$ cat src/rtl/app_switcher_pkg.sv
// Shared types and helpers for the frame-synchronous application switcher.
package app_switcher_pkg;

    // Switcher FSM states.
    typedef enum logic [1:0] {
        StRun,
        StWaitFrame,
        StBlank
    } state_e;

    // All segments off on active-low HEX displays.
    localparam logic [7:0] HexOffDefault = 8'hFF;

    // Low bit index of slice idx in a bus of equally sized slices.
    function automatic int unsigned slice_lo(input int unsigned idx, input int unsigned width);
        return idx * width;
    endfunction

endpackage

$ cat src/rtl/sel_debouncer.sv
// Two-flop synchroniser followed by a stable-value debouncer for the app selection.
module sel_debouncer
    import app_switcher_pkg::*;
#(
    parameter int unsigned WIDTH         = 10,
    parameter int unsigned STABLE_CYCLES = 50000
) (
    input  logic             clk,
    input  logic             reset,
    input  logic [WIDTH-1:0] din,
    output logic [WIDTH-1:0] req
);

    localparam int unsigned CntW = $clog2(STABLE_CYCLES + 1);

    logic [WIDTH-1:0] sync1_q;
    logic [WIDTH-1:0] sync2_q;
    logic [WIDTH-1:0] cand_q;
    logic [WIDTH-1:0] acc_q;
    logic [CntW-1:0]  cnt_q;

    // Synchronise, then accept a new value once it has held for STABLE_CYCLES samples.
    always_ff @(posedge clk or negedge reset) begin
        if (!reset) begin
            sync1_q <= '0;
            sync2_q <= '0;
            cand_q  <= '0;
            acc_q   <= '0;
            cnt_q   <= '0;
        end else begin
            sync1_q <= din;
            sync2_q <= sync1_q;
            if (sync2_q == acc_q) begin
                cnt_q <= '0;
            end else if ((sync2_q != cand_q) || (cnt_q == '0)) begin
                // First sample of a new candidate value.
                cand_q <= sync2_q;
                if (CntW'(STABLE_CYCLES) == CntW'(1)) begin
                    acc_q <= sync2_q;
                    cnt_q <= '0;
                end else begin
                    cnt_q <= CntW'(1);
                end
            end else if ((cnt_q + CntW'(1)) == CntW'(STABLE_CYCLES)) begin
                acc_q <= sync2_q;
                cnt_q <= '0;
            end else begin
                cnt_q <= cnt_q + CntW'(1);
            end
        end
    end

    assign req = acc_q;

endmodule

$ cat src/rtl/app_switcher.sv
// Frame-synchronous selector between display applications with blanking on each switch.
module app_switcher
    import app_switcher_pkg::*;
#(
    parameter int unsigned NUM_APPS      = 3,
    parameter int unsigned SEL_W         = (NUM_APPS > 2) ? $clog2(NUM_APPS) : 1,
    parameter int unsigned COLOR_W       = 12,
    parameter int unsigned LED_W         = 10,
    parameter int unsigned STABLE_CYCLES = 50000,
    parameter int unsigned BLANK_FRAMES  = 2,
    parameter logic [7:0]  HEX_OFF       = HexOffDefault
) (
    input  logic                        clk,
    input  logic                        reset,
    input  logic                        pause,
    input  logic [9:0]                  x,
    input  logic [9:0]                  y,
    input  logic [9:0]                  sel,
    input  logic [NUM_APPS*COLOR_W-1:0] out_bus,
    input  logic [NUM_APPS*LED_W-1:0]   led_bus,
    input  logic [NUM_APPS*32-1:0]      hex_bus,
    output logic [COLOR_W-1:0]          out,
    output logic [LED_W-1:0]            LED,
    output logic [7:0]                  HEX0,
    output logic [7:0]                  HEX1,
    output logic [7:0]                  HEX2,
    output logic [7:0]                  HEX3,
    output logic [NUM_APPS-1:0]         app_pause,
    output logic [SEL_W-1:0]            active,
    output logic                        switching
);

    localparam int unsigned BlankW = (BLANK_FRAMES > 0) ? $clog2(BLANK_FRAMES + 1) : 1;

    state_e            state_q;
    logic [SEL_W-1:0]  active_q;
    logic [SEL_W-1:0]  pending_q;
    logic [BlankW-1:0] blank_cnt_q;
    logic              origin_q;
    logic              origin_prev_q;
    logic              frame_start;

    logic [9:0]        req;
    logic              req_valid;
    logic              req_new;
    logic [SEL_W-1:0]  req_idx;

    logic [COLOR_W-1:0] color_arr [NUM_APPS];
    logic [LED_W-1:0]   led_arr   [NUM_APPS];
    logic [31:0]        hex_arr   [NUM_APPS];

    sel_debouncer #(
        .WIDTH        (10),
        .STABLE_CYCLES(STABLE_CYCLES)
    ) u_sel_debouncer (
        .clk  (clk),
        .reset(reset),
        .din  (sel),
        .req  (req)
    );

    assign req_valid   = req < 10'(NUM_APPS);
    assign req_idx     = req[SEL_W-1:0];
    assign req_new     = req_valid && (req != 10'(active_q));
    assign frame_start = origin_q & ~origin_prev_q;
    assign active      = active_q;
    assign switching   = (state_q != StRun);

    // Split the flat application buses into per-app slices.
    always_comb begin
        for (int i = 0; i < NUM_APPS; i++) begin
            color_arr[i] = out_bus[slice_lo(i, COLOR_W) +: COLOR_W];
            led_arr[i]   = led_bus[slice_lo(i, LED_W) +: LED_W];
            hex_arr[i]   = hex_bus[slice_lo(i, 32) +: 32];
        end
    end

    // Register the origin condition so a held origin yields a single frame_start.
    always_ff @(posedge clk or negedge reset) begin
        if (!reset) begin
            origin_q      <= 1'b0;
            origin_prev_q <= 1'b0;
        end else begin
            origin_q      <= (x == 10'd0) && (y == 10'd0);
            origin_prev_q <= origin_q;
        end
    end

    // Switch FSM: request, wait for frame boundary, then blank for BLANK_FRAMES frames.
    always_ff @(posedge clk or negedge reset) begin
        if (!reset) begin
            state_q     <= StRun;
            active_q    <= '0;
            pending_q   <= '0;
            blank_cnt_q <= '0;
        end else begin
            unique case (state_q)
                StRun: begin
                    // A request in the frame_start clock wins; the boundary is skipped.
                    if (req_new) begin
                        pending_q <= req_idx;
                        state_q   <= StWaitFrame;
                    end
                end
                StWaitFrame: begin
                    if (req_valid && !req_new) begin
                        state_q <= StRun;
                    end else if (frame_start) begin
                        active_q    <= req_new ? req_idx : pending_q;
                        pending_q   <= req_new ? req_idx : pending_q;
                        blank_cnt_q <= BlankW'(BLANK_FRAMES);
                        state_q     <= (BLANK_FRAMES == 0) ? StRun : StBlank;
                    end else if (req_new) begin
                        pending_q <= req_idx;
                    end
                end
                StBlank: begin
                    if (req_valid) begin
                        pending_q <= req_idx;
                    end
                    if (frame_start) begin
                        if (blank_cnt_q == BlankW'(1)) begin
                            blank_cnt_q <= '0;
                            state_q     <= StRun;
                        end else begin
                            blank_cnt_q <= blank_cnt_q - BlankW'(1);
                        end
                    end
                end
                default: state_q <= StRun;
            endcase
        end
    end

    // Registered output mux and per-app pause, one clock behind state and buses.
    always_ff @(posedge clk or negedge reset) begin
        if (!reset) begin
            out       <= '0;
            LED       <= '0;
            HEX0      <= HEX_OFF;
            HEX1      <= HEX_OFF;
            HEX2      <= HEX_OFF;
            HEX3      <= HEX_OFF;
            app_pause <= '1;
        end else begin
            LED <= led_arr[active_q];
            if (state_q == StBlank) begin
                out  <= '0;
                HEX0 <= HEX_OFF;
                HEX1 <= HEX_OFF;
                HEX2 <= HEX_OFF;
                HEX3 <= HEX_OFF;
            end else begin
                out  <= color_arr[active_q];
                HEX0 <= hex_arr[active_q][7:0];
                HEX1 <= hex_arr[active_q][15:8];
                HEX2 <= hex_arr[active_q][23:16];
                HEX3 <= hex_arr[active_q][31:24];
            end
            for (int i = 0; i < NUM_APPS; i++) begin
                app_pause[i] <= pause | (SEL_W'(i) != active_q) | (state_q == StBlank);
            end
        end
    end

endmodule

$ cat config.mk
export PLATFORM = sky130hd
export DESIGN_NAME = app_switcher
export DESIGN_NICKNAME = d
export VERILOG_FILES = /design/src/rtl/app_switcher_pkg.sv /design/src/rtl/sel_debouncer.sv /design/src/rtl/app_switcher.sv
export SDC_FILE = /design/constraint.sdc
export NUM_CORES = 1
export LEC_CHECK = 0
export ABC_AREA = 1
export CAP_MARGIN = 20
export CORE_MARGIN = 5
export CORE_UTILIZATION = 43
export CTS_CLUSTER_SIZE = 24
export DETAILED_ROUTE_END_ITERATION = 6
export PLACE_DENSITY = 0.84
export RECOVER_POWER = 100
export SYNTH_ARGS = -nofsm -noshare
export SYNTH_HDL_FRONTEND = slang
export SYNTH_SLANG_ARGS = --single-unit
$ cat constraint.sdc
create_clock -name clk -period 2 [get_ports clk]
set_input_delay 0.4 -clock clk [delete_from_list [all_inputs] [get_ports clk]]
set_output_delay 0.4 -clock clk [all_outputs]
set_load 0.1 [all_outputs]
==> out/metrics.yaml <==
globalplace.congestion: 0.9337
syn_area_um2: 6026
layout_common_cells: "299 x nand2_1, 182 x clkdlybuf4s50_1, 86 x dfrtp_1"
cts_buffers: 17
yosys_warnings: 0
rsz0062_at_grt: "true"
p_leak_nw: 4.363
wire_per_inst_um: 16.95
maxSlewHeadroom_pct: 47.89
first_global_vias: 6361
grt.busiest_layer: "met2"
hp-class: "register to register"
num_io_pins: 255
hold_end: "u_sel_debouncer.sync2_q[8]"
post_cts_buffers: 0
crit_path_end_kind: "register"
mostFrequentLayoutCell: "nand2_1"
slew_viol_final: 0
insertion_delay_ns: 0.42
powerDensity_nw_per_um2: 740.0
grt_max_degree: 57
hold_start: "u_sel_debouncer.sync1_q[8]"
path_clk_slew_ns: 0.05
finalWirelength_um: 20750
areaGrowthSynthToFinish_pct: 54.46
maxCapViolations: 0
postRouteAntennaNets: 0
gr-usage-all-layers_pct: 25.22
synth-seq-area-share_pct: 51.81
max_slew.worst_pin.slew_ns: 0.7817
netlist_top_cells_area: "dfrtp_1 37%, nand2_1 19%, dfstp_2 15%"
cts.sinks: 123
synth_top_area_share_pct: 36.54
nets: 1228
outcome: "finished clean"
root_buffer: "clkbuf_16"
start_kind: "register"
rr_startpoint: "u_sel_debouncer.cnt_q[0]"
num_rows: 43
finalSetupViolCount: 0
fmax_mhz: 525.1
fin_area_um2: 9308
clock_path_buffers: 2
cts_tree: "yes"
met2_usage_pct: 42.26
synth_cell_type_count: 32
drt_iter0_drc: 432
die_h_um: 128.4
dieArea_um2: 16480
viasPerCell: 5.083
ff2ff_setup_slack_ns: 0.1
fin_crit_ns: 1.905
timing.rr.end: "u_sel_debouncer.cnt_q[0]"
timing.hold.ws_ns: 0.3442
dr.pass1.iters: 5
cp_max_fo: 10
met1_usage_pct: 28.83
finClkSkew_ns: 0.01219
reg2reg_depth: 11
syn-num-nets: 959
vias: 6222
io_buffer_count: 254
grt_overflow: 0
drc: 0
synthCells: 761
grt_pass1_wl_um: 32040
max-vdd-ir-drop_uv: 574.8
hold_viol_final: 0
arrival_ns: 2.19
fin_crit_sh_pct: 95.23
antenna_found_initial: 2
seqCellArea_um2: 3124
dp_hpwl_um: 15810
drive_gt1_share_pct: 17.66
met3_usage_pct: 10.21
synth_top_cell_by_area: "dfrtp_1"
die_w_um: 128.4
postPlaceCellArea_um2: 9275
core_area_um2: 13830
crit_type: "register to register"
required_ns: 2.28
htree_levels: 4
syn_avg_cell_area_um2: 7.918
start_util_pct: 43.58
ys_ff_latch: 123
holdPathStages: 0
fillers: 1056
multi_input_area_um2: 2564
[layer usage]
metal  up-vias  part of all wire (%)
met1      2930                    37
met5         -                     0
met2       259                    50
li1       2982                     -
met4         0                   3.1
met3        51                   9.4
[sequential cells by signal, indices dropped and copies added (netlist names)]
| signal | count |
|---|---|
| origin_prev_q | 1 |
| HEX3 | 8 |
| active | 2 |
| out | 12 |
| HEX0 | 8 |
| LED | 10 |
| u_sel_debouncer.req | 10 |
| origin_q | 1 |
| app_pause | 3 |
| HEX2 | 8 |
| state_q | 2 |
| u_sel_debouncer.cnt_q | 16 |
| u_sel_debouncer.sync1_q | 10 |
| pending_q | 2 |
| blank_cnt_q | 2 |
| u_sel_debouncer.sync2_q | 10 |
| u_sel_debouncer.cand_q | 10 |
| HEX1 | 8 |
[report_power, final]
| group | switching [W] | internal [W] | total (W) |
|---|---|---|---|
| Sequential | 0.0000419 | 0.00261 | 0.00265 |
| Combinational | 0.000653 | 0.000430 | 0.00108 |
| Clock | 0.00105 | 0.00210 | 0.00316 |
| Total | 0.00175 | 0.00514 | 0.00689 |
[cell type report]
| class | instances | share of cell area [%] |
|---|---|---|
| clock buffers | 23 | 5.350 |
| multi-input cells | 530 | 27.54 |
| clock inverters | 8 | 1.223 |
| well taps | 180 | 2.420 |
| inverters | 81 | 3.267 |
| repair buffers | 277 | 26.58 |
| diodes | 2 | 0.05377 |
| flip-flops and latches | 123 | 33.57 |
[synth_stat cells, drive strengths merged]
library cell / instances
nand2: 307
dfrtp: 88
inv: 80
nor2: 54
nand4: 45
nand3: 36
dfstp: 35
o21ai: 28
clkbuf: 23
a22oi: 22
nor3: 18
a21oi: 6
nor4: 5
buf: 4
ha: 3
xnor2: 3
clkinv: 1
nand3b: 1
o21bai: 1
xor2: 1
[stage by stage]
stage	total power [W]	util, %	TNS, ns	setup slack, ns	std cells
global route	0.007096	67.32	-0.02739	-0.01350	1224
detailed placement	0.003925	67.08	-0.9368	-0.05363	1190
floorplan	0.003230	-	0	0.1798	761
CTS	0.007090	71.70	-0.02393	-0.006156	1222
finish	0.006888	67.32	0	0.09550	1224
global placement	0.003913	67.08	0	0.05815	1190
[cell families (layout without fill, tap and decap cells)]
family | Yosys count | after routing | share of synthesized area, %
simple gates | 466 | 466 | 34.22
flops | 123 | 123 | 51.81
compound gates | 57 | 57 | 5.752
xor+xnor | 4 | 4 | 0.5815
other cells | 0 | 2 | 0
buf+inv | 108 | 389 | 7.018
fa+ha+maj | 3 | 3 | 0.6230
[worst max path at each step]
stage / from / depth (start not counted) / endpoint / slack (ns)
2_1_floorplan: u_sel_debouncer.cnt_q[0] / 11 / u_sel_debouncer.cnt_q[10] / 0.18
3_3_place_gp: u_sel_debouncer.cnt_q[0] / 10 / u_sel_debouncer.cnt_q[0] / 0.06
3_5_place_dp: u_sel_debouncer.cnt_q[0] / 10 / u_sel_debouncer.cnt_q[11] / -0.05
4_1_cts: u_sel_debouncer.cnt_q[1] / 10 / u_sel_debouncer.cnt_q[10] / -0.006
5_1_grt: u_sel_debouncer.cnt_q[0] / 8 / u_sel_debouncer.req[0] / -0.01
6_report: u_sel_debouncer.cnt_q[0] / 11 / u_sel_debouncer.cnt_q[0] / 0.1
[timing repair]
item	CTS	global route
pin swaps	0	3
cloned	0	0
hold buffers	1	0
gates resized for setup	3	14
hold endpoints to repair	15	0
endpoints found under the setup margin	26	27
[critical path: stages, from the launching register on]
cell     delay [ns]
dfrtp_1        0.41
buf_4          0.16
nand3_1        0.14
nor2_2         0.17
nand3_1        0.12
nand2_1        0.08
nand2_1        0.06
nor2_2         0.13
nand3_4        0.12
nor2_8         0.15
buf_12         0.14
o21ai_0        0.08
Power figures use the tool's default switching activity.
